**config.mk**
```make
export PLATFORM = sky130hd
export DESIGN_NAME = cn_serial_minsum
export DESIGN_NICKNAME = d
export VERILOG_FILES = /design/src/rtl/ldpc_cn_pkg.sv /design/src/rtl/cn_min_tracker.sv /design/src/rtl/cn_serial_minsum.sv
export SDC_FILE = /design/constraint.sdc
export NUM_CORES = 1
export LEC_CHECK = 0
export ABC_CLOCK_PERIOD_IN_PS = 4700
export CORE_AREA = 10 10 110 112
export DETAILED_ROUTE_END_ITERATION = 6
export DIE_AREA = 0 0 120 122
export GPL_TIMING_DRIVEN = 0
export SLEW_MARGIN = 5
export SYNTH_ARGS = -nofsm -noshare
export SYNTH_HDL_FRONTEND = slang
export SYNTH_SLANG_ARGS = --single-unit
```
**constraint.sdc**
```tcl
create_clock -name clk -period 4.7 [get_ports clk]
set_input_delay 1.41 -clock clk [delete_from_list [all_inputs] [get_ports clk]]
set_output_delay 1.41 -clock clk [all_outputs]
set_load 0.01 [all_outputs]
```
**src/rtl/ldpc_cn_pkg.sv**
```systemverilog
// Shared definitions for the LDPC check-node processors: FSM encoding,
// sign-magnitude field helpers and the all-ones magnitude constant.
package ldpc_cn_pkg;

   // Check-node FSM encoding
   localparam logic [0:0] ST_COLLECT = 1'b0;
   localparam logic [0:0] ST_EMIT    = 1'b1;

   // All-ones magnitude; truncate to the magnitude width at the use site
   localparam logic [31:0] MAX_MAG = 32'hFFFF_FFFF;

   // Sign bit of a sign-magnitude message of width w (message zero-extended to 32 bits)
   function automatic logic sgn_of(input logic [31:0] msg, input int w);
      logic [31:0] sh;
      sh = msg >> (w - 1);
      return sh[0];
   endfunction

   // Magnitude field of a sign-magnitude message of width w
   function automatic logic [31:0] mag_of(input logic [31:0] msg, input int w);
      return msg & ((32'd1 << (w - 1)) - 32'd1);
   endfunction

endpackage

```
**src/rtl/cn_min_tracker.sv**
```systemverilog
// Combinational two-minimum tracker: folds one new magnitude into the
// running (min1, min2, idx1) triple. A tie with min1 lands in min2 so that
// idx1 always names the first edge that reached the minimum.
module cn_min_tracker
   import ldpc_cn_pkg::*;
#(
   parameter int MAG_W = 10,
   parameter int IDX_W = 3
) (
   input  logic [MAG_W-1:0] m_i,
   input  logic [IDX_W-1:0] k_i,
   input  logic [MAG_W-1:0] min1_i,
   input  logic [MAG_W-1:0] min2_i,
   input  logic [IDX_W-1:0] idx1_i,
   output logic [MAG_W-1:0] min1_o,
   output logic [MAG_W-1:0] min2_o,
   output logic [IDX_W-1:0] idx1_o
);

   // Insert m into the sorted pair of smallest magnitudes
   always_comb begin
      min1_o = min1_i;
      min2_o = min2_i;
      idx1_o = idx1_i;
      if (m_i < min1_i) begin
         min2_o = min1_i;
         min1_o = m_i;
         idx1_o = k_i;
      end else if (m_i < min2_i) begin
         min2_o = m_i;
      end else begin
         min2_o = min2_i;
      end
   end

endmodule

```
**src/rtl/cn_serial_minsum.sv**
```systemverilog
// Serial offset-min-sum check-node processor. Collects DEGREE
// variable-to-check messages, then emits DEGREE extrinsic check-to-variable
// messages in edge order. One node at a time; no overlap.
module cn_serial_minsum
   import ldpc_cn_pkg::*;
#(
   parameter int MSG_W  = 11,
   parameter int DEGREE = 6,
   parameter int OFFSET = 0,
   parameter int IDX_W  = 3
) (
   input  logic             clk,
   input  logic             rst,
   input  logic             in_valid,
   output logic             in_ready,
   input  logic [MSG_W-1:0] in_msg,
   output logic             out_valid,
   input  logic             out_ready,
   output logic [MSG_W-1:0] out_msg,
   output logic [IDX_W-1:0] out_idx,
   output logic             cn_done
);

   localparam int               MAG_W    = MSG_W - 1;
   localparam logic [MAG_W-1:0] MAG_ONES = MAG_W'(MAX_MAG);
   localparam logic [MAG_W-1:0] OFF_C    = MAG_W'(OFFSET);
   localparam logic [IDX_W-1:0] LAST_C   = IDX_W'(DEGREE - 1);

   logic [0:0]        state_q;
   logic [IDX_W-1:0]  cnt_q;
   logic [MAG_W-1:0]  min1_q, min2_q;
   logic [IDX_W-1:0]  idx1_q;
   logic              prod_q;
   logic [DEGREE-1:0] sign_q;
   logic [MSG_W-1:0]  out_msg_q;
   logic [IDX_W-1:0]  out_idx_q;

   logic              in_fire_s, out_fire_s, last_s, in_sgn_s;
   logic [MAG_W-1:0]  in_mag_s;
   logic [MAG_W-1:0]  trk_min1_s, trk_min2_s;
   logic [IDX_W-1:0]  trk_idx1_s;
   logic [DEGREE-1:0] sign_nxt_s;

   logic [MAG_W-1:0]  src_min1_s, src_min2_s, sel_mag_s, mag_o_s;
   logic [IDX_W-1:0]  src_idx1_s, tgt_idx_s;
   logic [DEGREE-1:0] src_sign_s;
   logic              src_prod_s, sgn_o_s;

   assign in_ready   = (state_q == ST_COLLECT);
   assign out_valid  = (state_q == ST_EMIT);
   assign out_msg    = out_msg_q;
   assign out_idx    = out_idx_q;
   assign in_fire_s  = in_valid && in_ready;
   assign out_fire_s = out_valid && out_ready;
   assign last_s     = (cnt_q == LAST_C);
   assign cn_done    = out_fire_s && last_s;

   assign in_sgn_s = sgn_of(32'(in_msg), MSG_W);
   assign in_mag_s = MAG_W'(mag_of(32'(in_msg), MSG_W));

   cn_min_tracker #(
      .MAG_W (MAG_W),
      .IDX_W (IDX_W)
   ) u_trk (
      .m_i    (in_mag_s),
      .k_i    (cnt_q),
      .min1_i (min1_q),
      .min2_i (min2_q),
      .idx1_i (idx1_q),
      .min1_o (trk_min1_s),
      .min2_o (trk_min2_s),
      .idx1_o (trk_idx1_s)
   );

   // Sign vector with the incoming sign written at the current edge
   always_comb begin
      sign_nxt_s        = sign_q;
      sign_nxt_s[cnt_q] = in_sgn_s;
   end

   // Next output message: edge 0 from the just-completed min state when the
   // last input lands, otherwise the following edge from the stored state
   always_comb begin
      if (state_q == ST_COLLECT) begin
         src_min1_s = trk_min1_s;
         src_min2_s = trk_min2_s;
         src_idx1_s = trk_idx1_s;
         src_sign_s = sign_nxt_s;
         src_prod_s = prod_q ^ in_sgn_s;
         tgt_idx_s  = '0;
      end else begin
         src_min1_s = min1_q;
         src_min2_s = min2_q;
         src_idx1_s = idx1_q;
         src_sign_s = sign_q;
         src_prod_s = prod_q;
         tgt_idx_s  = last_s ? '0 : cnt_q + IDX_W'(1);
      end
      if (tgt_idx_s == src_idx1_s) begin
         sel_mag_s = src_min2_s;
      end else begin
         sel_mag_s = src_min1_s;
      end
      if (sel_mag_s > OFF_C) begin
         mag_o_s = sel_mag_s - OFF_C;
      end else begin
         mag_o_s = '0;
      end
      if (mag_o_s == '0) begin
         sgn_o_s = 1'b0;
      end else begin
         sgn_o_s = src_prod_s ^ src_sign_s[tgt_idx_s];
      end
   end

   // FSM, edge counter, min/sign state and registered output message
   always_ff @(posedge clk) begin
      if (rst) begin
         state_q   <= ST_COLLECT;
         cnt_q     <= '0;
         min1_q    <= MAG_ONES;
         min2_q    <= MAG_ONES;
         idx1_q    <= '0;
         prod_q    <= 1'b0;
         sign_q    <= '0;
         out_msg_q <= '0;
         out_idx_q <= '0;
      end else begin
         case (state_q)
            ST_COLLECT: begin
               if (in_fire_s) begin
                  min1_q <= trk_min1_s;
                  min2_q <= trk_min2_s;
                  idx1_q <= trk_idx1_s;
                  sign_q <= sign_nxt_s;
                  prod_q <= prod_q ^ in_sgn_s;
                  if (last_s) begin
                     cnt_q     <= '0;
                     state_q   <= ST_EMIT;
                     out_msg_q <= {sgn_o_s, mag_o_s};
                     out_idx_q <= tgt_idx_s;
                  end else begin
                     cnt_q <= cnt_q + IDX_W'(1);
                  end
               end
            end
            ST_EMIT: begin
               if (out_fire_s) begin
                  if (last_s) begin
                     state_q   <= ST_COLLECT;
                     cnt_q     <= '0;
                     min1_q    <= MAG_ONES;
                     min2_q    <= MAG_ONES;
                     idx1_q    <= '0;
                     prod_q    <= 1'b0;
                     sign_q    <= '0;
                     out_msg_q <= '0;
                     out_idx_q <= '0;
                  end else begin
                     cnt_q     <= cnt_q + IDX_W'(1);
                     out_msg_q <= {sgn_o_s, mag_o_s};
                     out_idx_q <= tgt_idx_s;
                  end
               end
            end
            default: begin
               state_q <= ST_COLLECT;
               cnt_q   <= '0;
            end
         endcase
      end
   end

endmodule
```
Yosys cells after proc, flatten, opt, wreduce, memory -nomap -nowiden
Index checks and enable logic that the tools add are counted.
{"block": "totals", "ramBits": 0, "elab_cells": 88, "inputBits": 15, "ff_bits": 48, "out_inout_bits": 17, "mem_count": 0, "latch_bits": 0, "romBits": 0}
{"block": "op_classes", "mux": 55, "div": 0, "magnitude_cmp": 6, "reduce_logical": 8, "n_bitwise": 3, "shift": 0, "eq_ne": 6, "n_addsub": 1, "mul": 0}
{"cell": "$mux 10", "count": 11}
{"cell": "$mux 11", "count": 4}
{"cell": "$pmux 10 s2", "count": 2}
{"cell": "$mux 3", "count": 13}
{"cell": "$mux 6", "count": 4}
{"cell": "$pmux 11 s2", "count": 1}
{"cell": "$lt 10x10->1", "count": 2}
{"cell": "$pmux 3 s2", "count": 3}
{"cell": "$pmux 6 s2", "count": 1}
{"cell": "$mux 1", "count": 11}
{"cell": "$gt 10x1->1 const B", "count": 1}
{"cell": "$logic_not 10->1", "count": 1}
{"cell": "$lt 3x4->1 const B", "count": 2}
{"cell": "$ne 2x1->1 const B", "count": 4}
{"cell": "$bwmux 6", "count": 1}
{"cell": "$reduce_and 3->1", "count": 2}
{"cell": "$logic_and 1x1->1", "count": 4}
{"cell": "$pmux 1 s2", "count": 2}
{"cell": "$add 3x1->3 const B", "count": 1}
{"cell": "$bmux 1 s3", "count": 1}
{"cell": "$demux 1 s3", "count": 1}
{"cell": "$eq 3x3->1", "count": 1}
{"cell": "$eq 3x3->1 const B", "count": 1}
{"cell": "$ge 3x1->1 const B", "count": 1}
{"cell": "other kinds (3)", "count": 4}

Logic depth before layout (Yosys ltp)
Gate-level depths: netlist (run 1).
{"block": "logic_depth", "word_depth": 13, "mapped_depth": 12, "depth_no_buf": 11}

Cells and area by module
A second synthesis (run 1) with hierarchy kept.
{"block": "hier_totals", "cells_unflattened": 451, "hier_area_um2": 3583.4}
{"mod": "cn_serial_minsum", "area_each_um2": 2637.5, "seq_area_each_um2": 960.9, "cells_per_inst": 327, "n_inst": 1}
{"mod": "cn_min_tracker", "area_each_um2": 945.9, "seq_area_each_um2": 0.0, "cells_per_inst": 124, "n_inst": 1}

Worst setup path after synthesis (run 1)
No wires, ideal clock.
{"block": "synth_path", "kind": "input to register", "from": "in in_msg[5]", "to": "reg out_msg_q[10] (netlist: out_msg[10])", "cell_stages": 9, "path_slack_ns": 0.850, "t_required_ns": 4.565, "t_arrival_ns": 3.715, "path_cell_list": "ha_1 > a41oi_1 > or4_4 > a21oi_1 > o21ai_1 > a21oi_1 > mux2_2 > a2111oi_1 > a311oi_1"}
{"block": "synth_between", "elab_chain_len": 12, "word_cells_on_any_way": 20, "cone_classes": "order compare: 3; eq/ne: 1; mux: 15; reduce/logical: 1"}
{"element": "from (decl)", "line_no": "cn_serial_minsum.sv:16", "source": "input logic [MSG_W-1:0] in_msg,"}
{"element": "$lt 10x10->1, on equally long branches", "line_no": "cn_min_tracker.sv:25, cn_min_tracker.sv:29"}
{"element": "$mux 3 / $mux 10 (equally long branches)", "line_no": "cn_min_tracker.sv:25, cn_min_tracker.sv:29"}
{"element": "$mux 3 / $mux 10 (equally long branches)", "line_no": "cn_serial_minsum.sv:84, cn_min_tracker.sv:25"}
{"element": "$eq 3x3->1 / $mux 10 (equally long branches)", "line_no": "cn_serial_minsum.sv:99, cn_serial_minsum.sv:84"}
{"element": "$mux 10 *", "line_no": "cn_serial_minsum.sv:99", "source": "if (tgt_idx_s == src_idx1_s) begin"}
{"element": "$gt 10x1->1", "line_no": "cn_serial_minsum.sv:104", "source": "if (sel_mag_s > OFF_C) begin"}
{"element": "$mux 10 *", "line_no": "cn_serial_minsum.sv:104"}
{"element": "$logic_not 10->1 *", "line_no": "cn_serial_minsum.sv:109", "source": "if (mag_o_s == '0) begin"}
{"element": "$mux 1 *", "line_no": "cn_serial_minsum.sv:109"}
{"element": "$mux 11, on equally long branches", "line_no": "cn_serial_minsum.sv:149, cn_serial_minsum.sv:137"}
{"element": "$mux 11, on equally long branches", "line_no": "cn_serial_minsum.sv:148, cn_serial_minsum.sv:131"}
{"element": "$pmux 11 s2 *", "line_no": "cn_serial_minsum.sv:129", "source": "case (state_q)"}
{"element": "to (signal assigned)", "line_no": "cn_serial_minsum.sv:140", "source": "out_msg_q <= {sgn_o_s, mag_o_s};"}
{"element": "to (signal assigned)", "line_no": "cn_serial_minsum.sv:161", "source": "out_msg_q <= {sgn_o_s, mag_o_s};"}
{"element": "to (decl)", "line_no": "cn_serial_minsum.sv:35", "source": "logic [MSG_W-1:0] out_msg_q;"}
Mark *: on every way between the ends. The rest lies on a longest branch, timed or not. The select of a mux whose other input is x is not followed.
A chain may end at the register's enable or synchronous reset.

Worst setup path after layout (run 1)
{"block": "layout_path", "from": "in in_msg[9]", "to": "reg out_msg_q[10] (netlist: out_msg[10])"}
Same word-level chain as after synthesis.

==> results of run 1 <==
==> repair_timing <==
item / 4_1_cts / 5_1_grt
hold buffers: 0 / 0
gates resized for setup: 1 / 11
setup endpoints to repair: 1 / 1
==> cell families (layout without fill, tap and decap cells) <==
group	Yosys count	after routing	synth area share
muxes	23	23	0.0704
xor gates and xnor gates	2	2	0.00516
and+or+nand+nor	165	165	0.241
AOI/OAI and AO/OA	133	133	0.273
DFF	48	48	0.283
buffers and inverters	52	88	0.0612
adders and majority gates	18	18	0.0663
==> worst paths after layout <==
path	from	endpoint	slack, ps	depth (start not counted)
setup / recovery	in_msg[9]	out_msg[10]	190	11
hold / removal	sign_q[5]	sign_q[5]	470	2
setup reg to reg	min1_q[5]	out_msg[10]	1410	10
hold reg to reg	sign_q[5]	sign_q[5]	470	2
==> flip-flops by register name, summed over array words and instances (netlist names) <==
register	flops
prod_q	1
out_idx	3
sign_q	6
out_valid	1
cnt_q	3
min2_q	10
idx1_q	3
min1_q	10
out_msg	11
==> stage by stage <==
stage | util | instance area [µm²] | worst slack [ps] | hold slack (ps) | cells
floorplan | - | 3400 | 850 | 434 | 441
global placement | 0.384 | 3860 | -232 | 445 | 606
detailed placement | 0.384 | 3860 | -281 | 450 | 606
CTS | 0.397 | 3990 | 54.0 | 465 | 613
global route | 0.400 | 4020 | 4.64 | 516 | 613
finish | 0.400 | 4020 | 186 | 466 | 613
==> cell usage in the layout, fill, tap and decap left out, types with 10 or more instances in the layout <==
cell and instances:
nor2_1 56, dfxtp_1 48, nand2_1 33, a21oi_1 33
clkdlybuf4s50_1 27, inv_1 22, a22oi_1 20, clkbuf_1 19
ha_1 18, o21ai_0 17, nor3_1 16, mux2i_1 16
nand2b_1 16, o22ai_1 13, nor2b_1 10, nand3_1 10
==> cell usage after synthesis (3+ instances only) <==
master	instances
a211oi_1	6
a21oi_1	34
a221oi_1	7
a22oi_1	20
a31oi_1	5
buf_1	3
buf_2	4
clkbuf_1	21
dfxtp_1	48
ha_1	18
inv_1	22
mux2_2	5
mux2i_1	16
nand2_1	33
nand2b_1	16
nand3_1	10
nor2_1	56
nor2b_1	10
nor3_1	16
nor3b_1	3
o21ai_0	17
o21ai_1	3
o21bai_1	5
o22ai_1	13
or2_2	6
==> final cells by class <==
type,instances,area share
Buffer,30,0.0324
Inverter,22,0.0205
Clock inverter,2,0.0149
Sequential cell,48,0.239
Clock buffer,5,0.0171
Multi-Input combinational cell,341,0.560
Timing Repair Buffer,29,0.0734
Tap cell,136,0.0423
==> worst max-delay path, delay by kind of cell <==
kind / cells / cell delay (ps)
fa+ha+maj: 1 / 400
compound gates: 5 / 1500
buf+inv: 1 / 600
mux: 1 / 130
simple gates: 3 / 650
==> report_power, final <==
group | internal [W] | leakage (nW) | total, W | switching (W)
Clock | 0.000210 | 0.0642 | 0.000370 | 0.000160
Sequential | 0.000422 | 0.391 | 0.000439 | 0.0000165
Combinational | 0.000115 | 1.22 | 0.000298 | 0.000182
==> routing by layer <==
metal / share of wire / vias up / global-route usage
met1: 0.47 / 1632 / 0.199
li1: - / 1664 / -
met5: 0 / - / 0
met2: 0.45 / 106 / 0.246
met3: 0.063 / 13 / 0.0361
met4: 0.013 / 0 / 0.0324
==> flow_summary.json, run 1 <==
{
  "crit_fanout": 8,
  "io_pins": 32,
  "synth_top_area_frac": 0.283,
  "drc": 0,
  "yosysTopAreaCell": "dfxtp_1",
  "die_w_um": 120,
  "grt_setup_unrepaired": "false",
  "via_per_inst": 5.57,
  "start_util": 0.338,
  "drtIter0Drc": 283,
  "fillers": 1074,
  "rows": 37,
  "overflow": 0,
  "synth_cell_types": 60,
  "drtPass1Iterations": 5,
  "clk_pin_slew_worst_paths_ps": 100,
  "clock_skew_ps": 8.70,
  "setup_viol": 0,
  "drive_gt1_frac": 0.0881,
  "seq_area_um2": 961,
  "antenna_left": 0,
  "grtUsageTotal": 0.151,
  "arrival_ps": 4690,
  "peakVddDrop_mv": 0.135,
  "timing.final.crit_share": 0.960,
  "syn2layout_area_growth_pct": 18.4,
  "end_kind": "flip-flop",
  "p_per_area_mw_per_mm2": 275,
  "status": "complete, no violations",
  "cts.sinks": 48,
  "ys_seq_area_frac": 0.283,
  "cap_violations": 0,
  "htreeDepth": 2,
  "max_stage_delay_ps": 600,
  "num_vias": 3415,
  "synth-seq-cells": 48,
  "n_antenna_cell": 0,
  "synth_edf_count": 0,
  "antenna_found_initial": 0,
  "start_kind": "primary input",
  "power_leakage_nw": 1.67,
  "critPathKind": "primary input to flip-flop",
  "clock_path_buffers": 2,
  "syn_inst": 441,
  "crit_slowest_cell": "clkdlybuf4s50_1",
  "grt_max_degree": 15,
  "cts_tree": "done",
  "postCtsSetupBuffers": 0,
  "max_slew.worst_pin.slew_ps": 779,
  "cts_buffers": 5,
  "root_buffer": "clkbuf_8",
  "wl_mm": 11.2,
  "hp-class": "flip-flop to flip-flop",
  "async_reset_ff_frac": 0,
  "synth_flop_cell": "dfxtp_1",
  "crit_required_ps": 4870,
  "synth_area_per_cell_um2": 7.70,
  "final_nets": 510,
  "crit_chain": "clkdlybuf4s50_1 -> ha_1 -> nand2_1 -> nor2_1 -> a31oi_2 -> nand2_4 -> mux2i_1 -> a2111oi_4 -> a221oi_2 -> a2111oi_1 -> a311oi_1",
  "post-route-min-period_ps": 4510,
  "slew_viol_final": 0,
  "clock.fmax_ghz": 0.222,
  "syn_area_mm2": 0.00340,
  "multi_input_area_mm2": 0.00225,
  "slew-limit-headroom": 0.477,
  "finalHoldViolations": 0,
  "synth.area.top_cells": "dfxtp_1, ha_1, nor2_1, a21oi_1, mux2i_1",
  "ys.warnings.count": 0,
  "grt_pass1_wl_mm": 18.0,
  "power_w": 0.00111,
  "dpl.hpwl_mm": 8.27,
  "wl_per_cell_um": 18.2,
  "insertion_delay_ps": 310,
  "gp_congestion": 0.938,
  "portBuffers": 29,
  "core_mm2": 0.0100,
  "dieArea_mm2": 0.0146,
  "syn_nets": 474,
  "grt_pass1_vias": 3330,
  "tns_ps": 0,
  "die_h_um": 122
}
(Power assumes the default switching activity.)
==> run 2, diff against run 1 <==
--- a/config.mk
+++ b/config.mk
@@ -6,9 +6,9 @@
 export NUM_CORES = 1
 export LEC_CHECK = 0
 export ABC_CLOCK_PERIOD_IN_PS = 4700
-export CORE_AREA = 10 10 110 112
+export CORE_AREA = 10 10 104 106
 export DETAILED_ROUTE_END_ITERATION = 6
-export DIE_AREA = 0 0 120 122
+export DIE_AREA = 0 0 114 116
 export GPL_TIMING_DRIVEN = 0
 export SLEW_MARGIN = 5
 export SYNTH_ARGS = -nofsm -noshare
==> run 2 against run 1 <==
Against the previous run: clock skew is 1.2 ps lower; critical path depth unchanged; total power decreased by 4.0%; register-to-register slack worse by 70 ps; first-iteration DRC count is 47% lower; non-clock buffer count unchanged; final area decreased by 1.1%; sequential power about the same; setup slack got worse by 15 ps; cell count fell by 4.4%.
==> flow_summary.json, run 2 (same netlist as run 1, synthesis figures left out) <==
{
  "peakVddDrop_mv": 0.145,
  "grt_use_met1": 0.201,
  "cts_hold_repair.buffers": 0,
  "status": "complete, no violations",
  "gp_congestion": 0.880,
  "root_buffer": "clkbuf_8",
  "clock_skew_ps": 7.48,
  "max_stage_delay_ps": 600,
  "hp-class": "flip-flop to flip-flop",
  "antenna_left": 0,
  "pre_cts_ws_ps": -200,
  "post-route-min-period_ps": 4530,
  "die_h_um": 116,
  "dpl.hpwl_mm": 8.18,
  "grtUsageTotal": 0.158,
  "p_per_area_mw_per_mm2": 267,
  "top_usage_layer": "met2",
  "placed_area_mm2": 0.00382,
  "drc": 0,
  "grt_use_met2": 0.266,
  "worstHoldPathCells": 2,
  "finalHoldViolations": 0,
  "fin_area_mm2": 0.00398,
  "dieArea_mm2": 0.0132,
  "crit_family": "compound AO/OA/AOI/OAI gates",
  "htreeDepth": 2,
  "timing.final.crit_share": 0.964,
  "final_nets": 510,
  "final_common_cell": "nor2_1",
  "rows": 34,
  "clock.fmax_ghz": 0.221,
  "power_leakage_nw": 1.66,
  "num_vias": 3393,
  "grt_pass1_vias": 3215,
  "final_cell_mix": "nor2_1, dfxtp_1, nand2_1, a21oi_1, clkdlybuf4s50_1",
  "wl_mm": 10.6,
  "drtIter0Drc": 149,
  "crit_fanout": 10,
  "crit_chain": "clkdlybuf4s50_1 -> ha_1 -> and4_1 -> a31oi_1 -> nand2_1 -> clkbuf_1 -> nor2_1 -> a221oi_1 -> nand4_1 -> o31ai_1 -> a311oi_1",
  "syn2layout_area_growth_pct": 17.1,
  "n_antenna_cell": 0,
  "grt_pass1_wl_mm": 17.1,
  "cts.sinks": 48,
  "setup_viol": 0,
  "clk_pin_slew_worst_paths_ps": 90,
  "cts_buffers": 5,
  "largest_register_ffs": 11,
  "grt.met3_usage": 0.0310,
  "via_per_inst": 5.79,
  "slew-limit-headroom": 0.499,
  "end_kind": "flip-flop",
  "rr_worst_depth": 8,
  "drtPass1Iterations": 4,
  "start_kind": "primary input",
  "grt_setup_unrepaired": "false",
  "crit_cells": 11,
  "antenna_found_initial": 0,
  "crit_slowest_cell": "clkdlybuf4s50_1",
  "crit_required_ps": 4870,
  "portBuffers": 29,
  "postCtsSetupBuffers": 0,
  "drive_gt1_frac": 0.0879,
  "fillers": 905,
  "cts_tree": "done",
  "clock_path_buffers": 2,
  "insertion_delay_ps": 310,
  "path_buf_inv": 2,
  "cts-resized-gates": 0,
  "arrival_ps": 4700,
  "fin_ws_ps": 171,
  "max_slew.worst_pin.slew_ps": 747,
  "core_mm2": 0.00868,
  "overflow": 0,
  "cap_violations": 0,
  "start_util": 0.391,
  "wl_per_cell_um": 18.1,
  "io_pins": 32,
  "die_w_um": 114,
  "grt_max_degree": 15,
  "slew_viol_final": 0,
  "critPathKind": "primary input to flip-flop"
}
run 2: area by class of cell:
cell class | instances | area, µm² | area share
Sequential cell | 48 | 961 | 0.242
Clock buffer | 7 | 96.3 | 0.0242
Clock inverter | 1 | 30.0 | 0.00755
Timing Repair Buffer | 29 | 293 | 0.0736
Buffer | 30 | 129 | 0.0324
Tap cell | 108 | 135 | 0.0340
Inverter | 22 | 82.6 | 0.0208
Multi-Input combinational cell | 341 | 2250 | 0.566
run 2: power breakdown:
| part | leakage, nW | internal, W | total (W) | switching [W] |
|---|---|---|---|---|
| logic | 1.20 | 0.000115 | 0.000288 | 0.000173 |
| registers | 0.391 | 0.000422 | 0.000439 | 0.0000168 |
| clock network | 0.0645 | 0.000188 | 0.000336 | 0.000148 |
run 2: per-layer routing:
metal	up-vias	wire length [µm]
met4	0	153
met2	96	5010
met5	-	0
li1	1673	-
met3	14	599
met1	1610	4820
run 2: final timing paths:
| check | from | slack (ps) | end |
|---|---|---|---|
| max | in_msg[9] | 170 | out_msg[10] |
| min | out_idx[1] | 460 | out_idx[1] |
| max reg2reg | out_valid | 1340 | idx1_q[1] |
| min reg2reg | out_idx[1] | 460 | out_idx[1] |
run 2: through the flow:
step	utilization	TNS, ps	cells	total power (W)	hold slack [ps]
floorplan	-	0	441	0.000647	434
global placement	0.440	-173	578	0.000725	447
detailed placement	0.440	-200	578	0.000728	447
CTS	0.455	0	586	0.00106	460
global route	0.458	0	586	0.00112	486
finish	0.458	0	586	0.00106	457
run 2: worst min-delay path, stage by stage (launching register included):
cell	delay (ps)
dfxtp_1	320
nand2_1	50
a21oi_1	50
==> RTL change, RTL diff (config.mk and constraints of run 2) <==
Reset style: asynchronous (`rst`), changed in one clocked block.
--- a/src/rtl/cn_serial_minsum.sv
+++ b/src/rtl/cn_serial_minsum.sv
@@ -115,5 +115,5 @@
 
    // FSM, edge counter, min/sign state and registered output message
-   always_ff @(posedge clk) begin
+   always_ff @(posedge clk or posedge rst) begin
       if (rst) begin
          state_q   <= ST_COLLECT;
Function: changed (Yosys sat finds a counterexample within 10 cycles, from zero or initial values and one cycle with rst high; the reset may be asserted at any time).
==> RTL change against run 2 <==
Worst setup slack improved by 72 ps. Register-to-register slack improved by 30 ps. Final area shrank 0.41%. Count of clock-buffer cells in the layout down 1. Sequential cell count unchanged. Wire length is 1.6% lower. Utilization is 0.19 points lower. Synthesized area is essentially flat. Sequential share of layout area up 6.8 points. Highest routed layer unchanged.
Power is not compared: it rests on default switching activity, and its combinational part moved more than twofold at a synthesized area within 25%.
==> RTL change: results (changes against run 2) <==
\begin{tabular}{lr}
\hline
Metric & Value \\
\hline
\multicolumn{2}{l}{\textbf{Pwr}} \\
\quad Power share of the combinational group & 60.4\% \\
\quad Leak & 1.69 nW \\
\multicolumn{2}{l}{\textbf{Clocking}} \\
\quad TritonCTS Buffers & 5 (unchanged) \\
\quad Total number of H-tree levels & 2 (unchanged) \\
\quad Root cell of the clock tree & sky130\_fd\_sc\_hd\_\_clkbuf\_8 \\
\multicolumn{2}{l}{\textbf{STA}} \\
\quad Post-route clock skew & 7.82 ps (+0.333 ps) \\
\quad Slew margin rel. & 47.2\% (-2.7 points) \\
\multicolumn{2}{l}{\textbf{Global routing}} \\
\quad Global-route usage over all layers & 16.2\% (+0.36 points) \\
\quad Pin count of the biggest net entering global routing & 33 (+18) \\
\quad Wire length of the first global-routing pass & 17,200 um (+0.44\%) \\
\quad Number of global-route vias before repair & 3,184 (-0.96\%) \\
\multicolumn{2}{l}{\textbf{Layout}} \\
\quad Flip-flop count of the largest register after layout & 11 (unchanged) \\
\quad Layout net count & 473 (-7.3\%) \\
\quad Antenna cell count & 0 (unchanged) \\
\quad Share of layout cells above drive strength 1 & 10.9\% (+2.1 points) \\
\quad Layout filler cell count & 895 (-1.1\%) \\
\multicolumn{2}{l}{\textbf{Route}} \\
\quad Routed length per instance & 19.0 um (+5.1\%) \\
\quad Detailed-routing iteration count for the pre-antenna-repair pass & 4 (unchanged) \\
\quad Initial drt markers & 246 (+65\%) \\
\quad Detailed Route WL & 10,400 um (-1.6\%) \\
\quad Via density per instance & 5.84 (+0.79\%) \\
\multicolumn{2}{l}{\textbf{Yosys}} \\
\quad Top cell types by occurrence after synthesis & sky130\_fd\_sc\_hd\_\_nand2\_1, sky130\_fd\_sc\_hd\_\_nor2\_1, sky130\_fd\_sc\_hd\_\_a21oi\_1 \\
\quad Unique cell type count in the Yosys netlist & 55 (-8.3\%) \\
\quad YS warnings & 0 (unchanged) \\
\quad Post-Syn Nets & 436 (-8.0\%) \\
\quad Count of mapped cells out of synthesis & 403 (-8.6\%) \\
\quad Largest cells by area after synthesis & sky130\_fd\_sc\_hd\_\_dfrtp\_1, sky130\_fd\_sc\_hd\_\_dfstp\_2, sky130\_fd\_sc\_hd\_\_ha\_1 \\
\quad Asr flop ratio synth & 100\% (+100 points) \\
\quad Part of the Yosys area used for sequential elements & 36.1\% (+7.8 points) \\
\multicolumn{2}{l}{\textbf{Place}} \\
\quad \# placed instances & 541 (-6.4\%) \\
\quad Number of port buffers & 29 (unchanged) \\
\quad Routability Congestion & 0.942 (+7.1\%) \\
\quad Post-DP HPWL & 7950 um (-2.8\%) \\
\quad Dpl cell area & 3840 sq um (+0.46\%) \\
\multicolumn{2}{l}{\textbf{Outcome}} \\
\quad Outcome & completed \\
\multicolumn{2}{l}{\textbf{Critical path}} \\
\quad Data arrival at the endpoint of the critical path & 4660 ps (-40 ps) \\
\multicolumn{2}{l}{\textbf{Hold path}} \\
\quad Kind of path behind the tightest hold check & flop to flop \\
\hline
\end{tabular}
RTL change: final timing paths:
path / start / endpoint / slack [ps] / cells after the start
setup / recovery: in_msg[4] / out_msg[10]$_DFFE_PP0P_ / 240 / 12
hold / removal: out_idx[0]$_DFFE_PP0P_ / out_idx[0]$_DFFE_PP0P_ / 500 / 2
setup reg to reg: min2_q[4]$_DFFE_PP1P_ / out_msg[10]$_DFFE_PP0P_ / 1370 / 12
hold reg to reg: out_idx[0]$_DFFE_PP0P_ / out_idx[0]$_DFFE_PP0P_ / 500 / 2
max in group asynchronous: rst / min2_q[6]$_DFFE_PP1P_ / 2750 / 3
min in group asynchronous: rst / out_idx[0]$_DFFE_PP0P_ / 1380 / 2
RTL change: metrics by stage:
step | power (mW) | TNS (ps) | setup slack, ps | util, %
2_1_floorplan | 1.93 | 0 | 926 | -
3_3_place_gp | 2.46 | -95.4 | -82.1 | 44.0
3_5_place_dp | 2.49 | -186 | -81.8 | 44.2
4_1_cts | 2.82 | 0 | 245 | 45.6
5_1_grt | 3.07 | 0 | 47.1 | 45.6
6_report | 2.83 | 0 | 244 | 45.6
RTL change: power by group through the flow:
stage / Clock [mW] / Combinational, mW / Sequential [mW]
2_1_floorplan: 0 / 1.17 / 0.766
3_3_place_gp: 0 / 1.68 / 0.785
3_5_place_dp: 0 / 1.70 / 0.789
4_1_cts: 0.339 / 1.70 / 0.783
5_1_grt: 0.358 / 1.90 / 0.810
6_report: 0.334 / 1.71 / 0.786
RTL change: critical path: stages:
cell and delay [ps]:
sky130_fd_sc_hd__clkdlybuf4s50_1 560, sky130_fd_sc_hd__ha_1 400, sky130_fd_sc_hd__a41oi_1 210, sky130_fd_sc_hd__a2bb2oi_1 260
sky130_fd_sc_hd__o21bai_1 130, sky130_fd_sc_hd__clkbuf_1 290, sky130_fd_sc_hd__a21o_1 250, sky130_fd_sc_hd__buf_2 180
sky130_fd_sc_hd__a221oi_1 520, sky130_fd_sc_hd__nand4_1 170, sky130_fd_sc_hd__o211ai_1 200, sky130_fd_sc_hd__nand3_1 80
RTL change: area by class of cell:
cell class	count	area (sq um)	area share (%)
buffer	27	111	2.81
clock buffer	6	82.6	2.09
clock inverter	2	38.8	0.979
inverter	22	82.6	2.09
multi-input combinational	306	1970	49.8
sequential	48	1230	31.0
tap	108	135	3.41
timing repair buffer	30	310	7.84
RTL change: layer usage:
metal / wire (um) / global-route usage, % / vias up
li1: - / - / 1542
met3: 605 / 2.22 / 12
met5: 0 / 0 / -
met2: 4980 / 26.5 / 94
met1: 4720 / 21.5 / 1556
met4: 116 / 5.10 / 0
RTL change: logic make-up after synthesis:
kind of cell	Yosys count	synth area share [%]
buf+inv	49	5.72
flops	48	36.1
simple gates	138	20.0
fa+ha+maj	18	6.64
compound gates	132	25.8
xor+xnor	2	0.516
mux	16	5.13
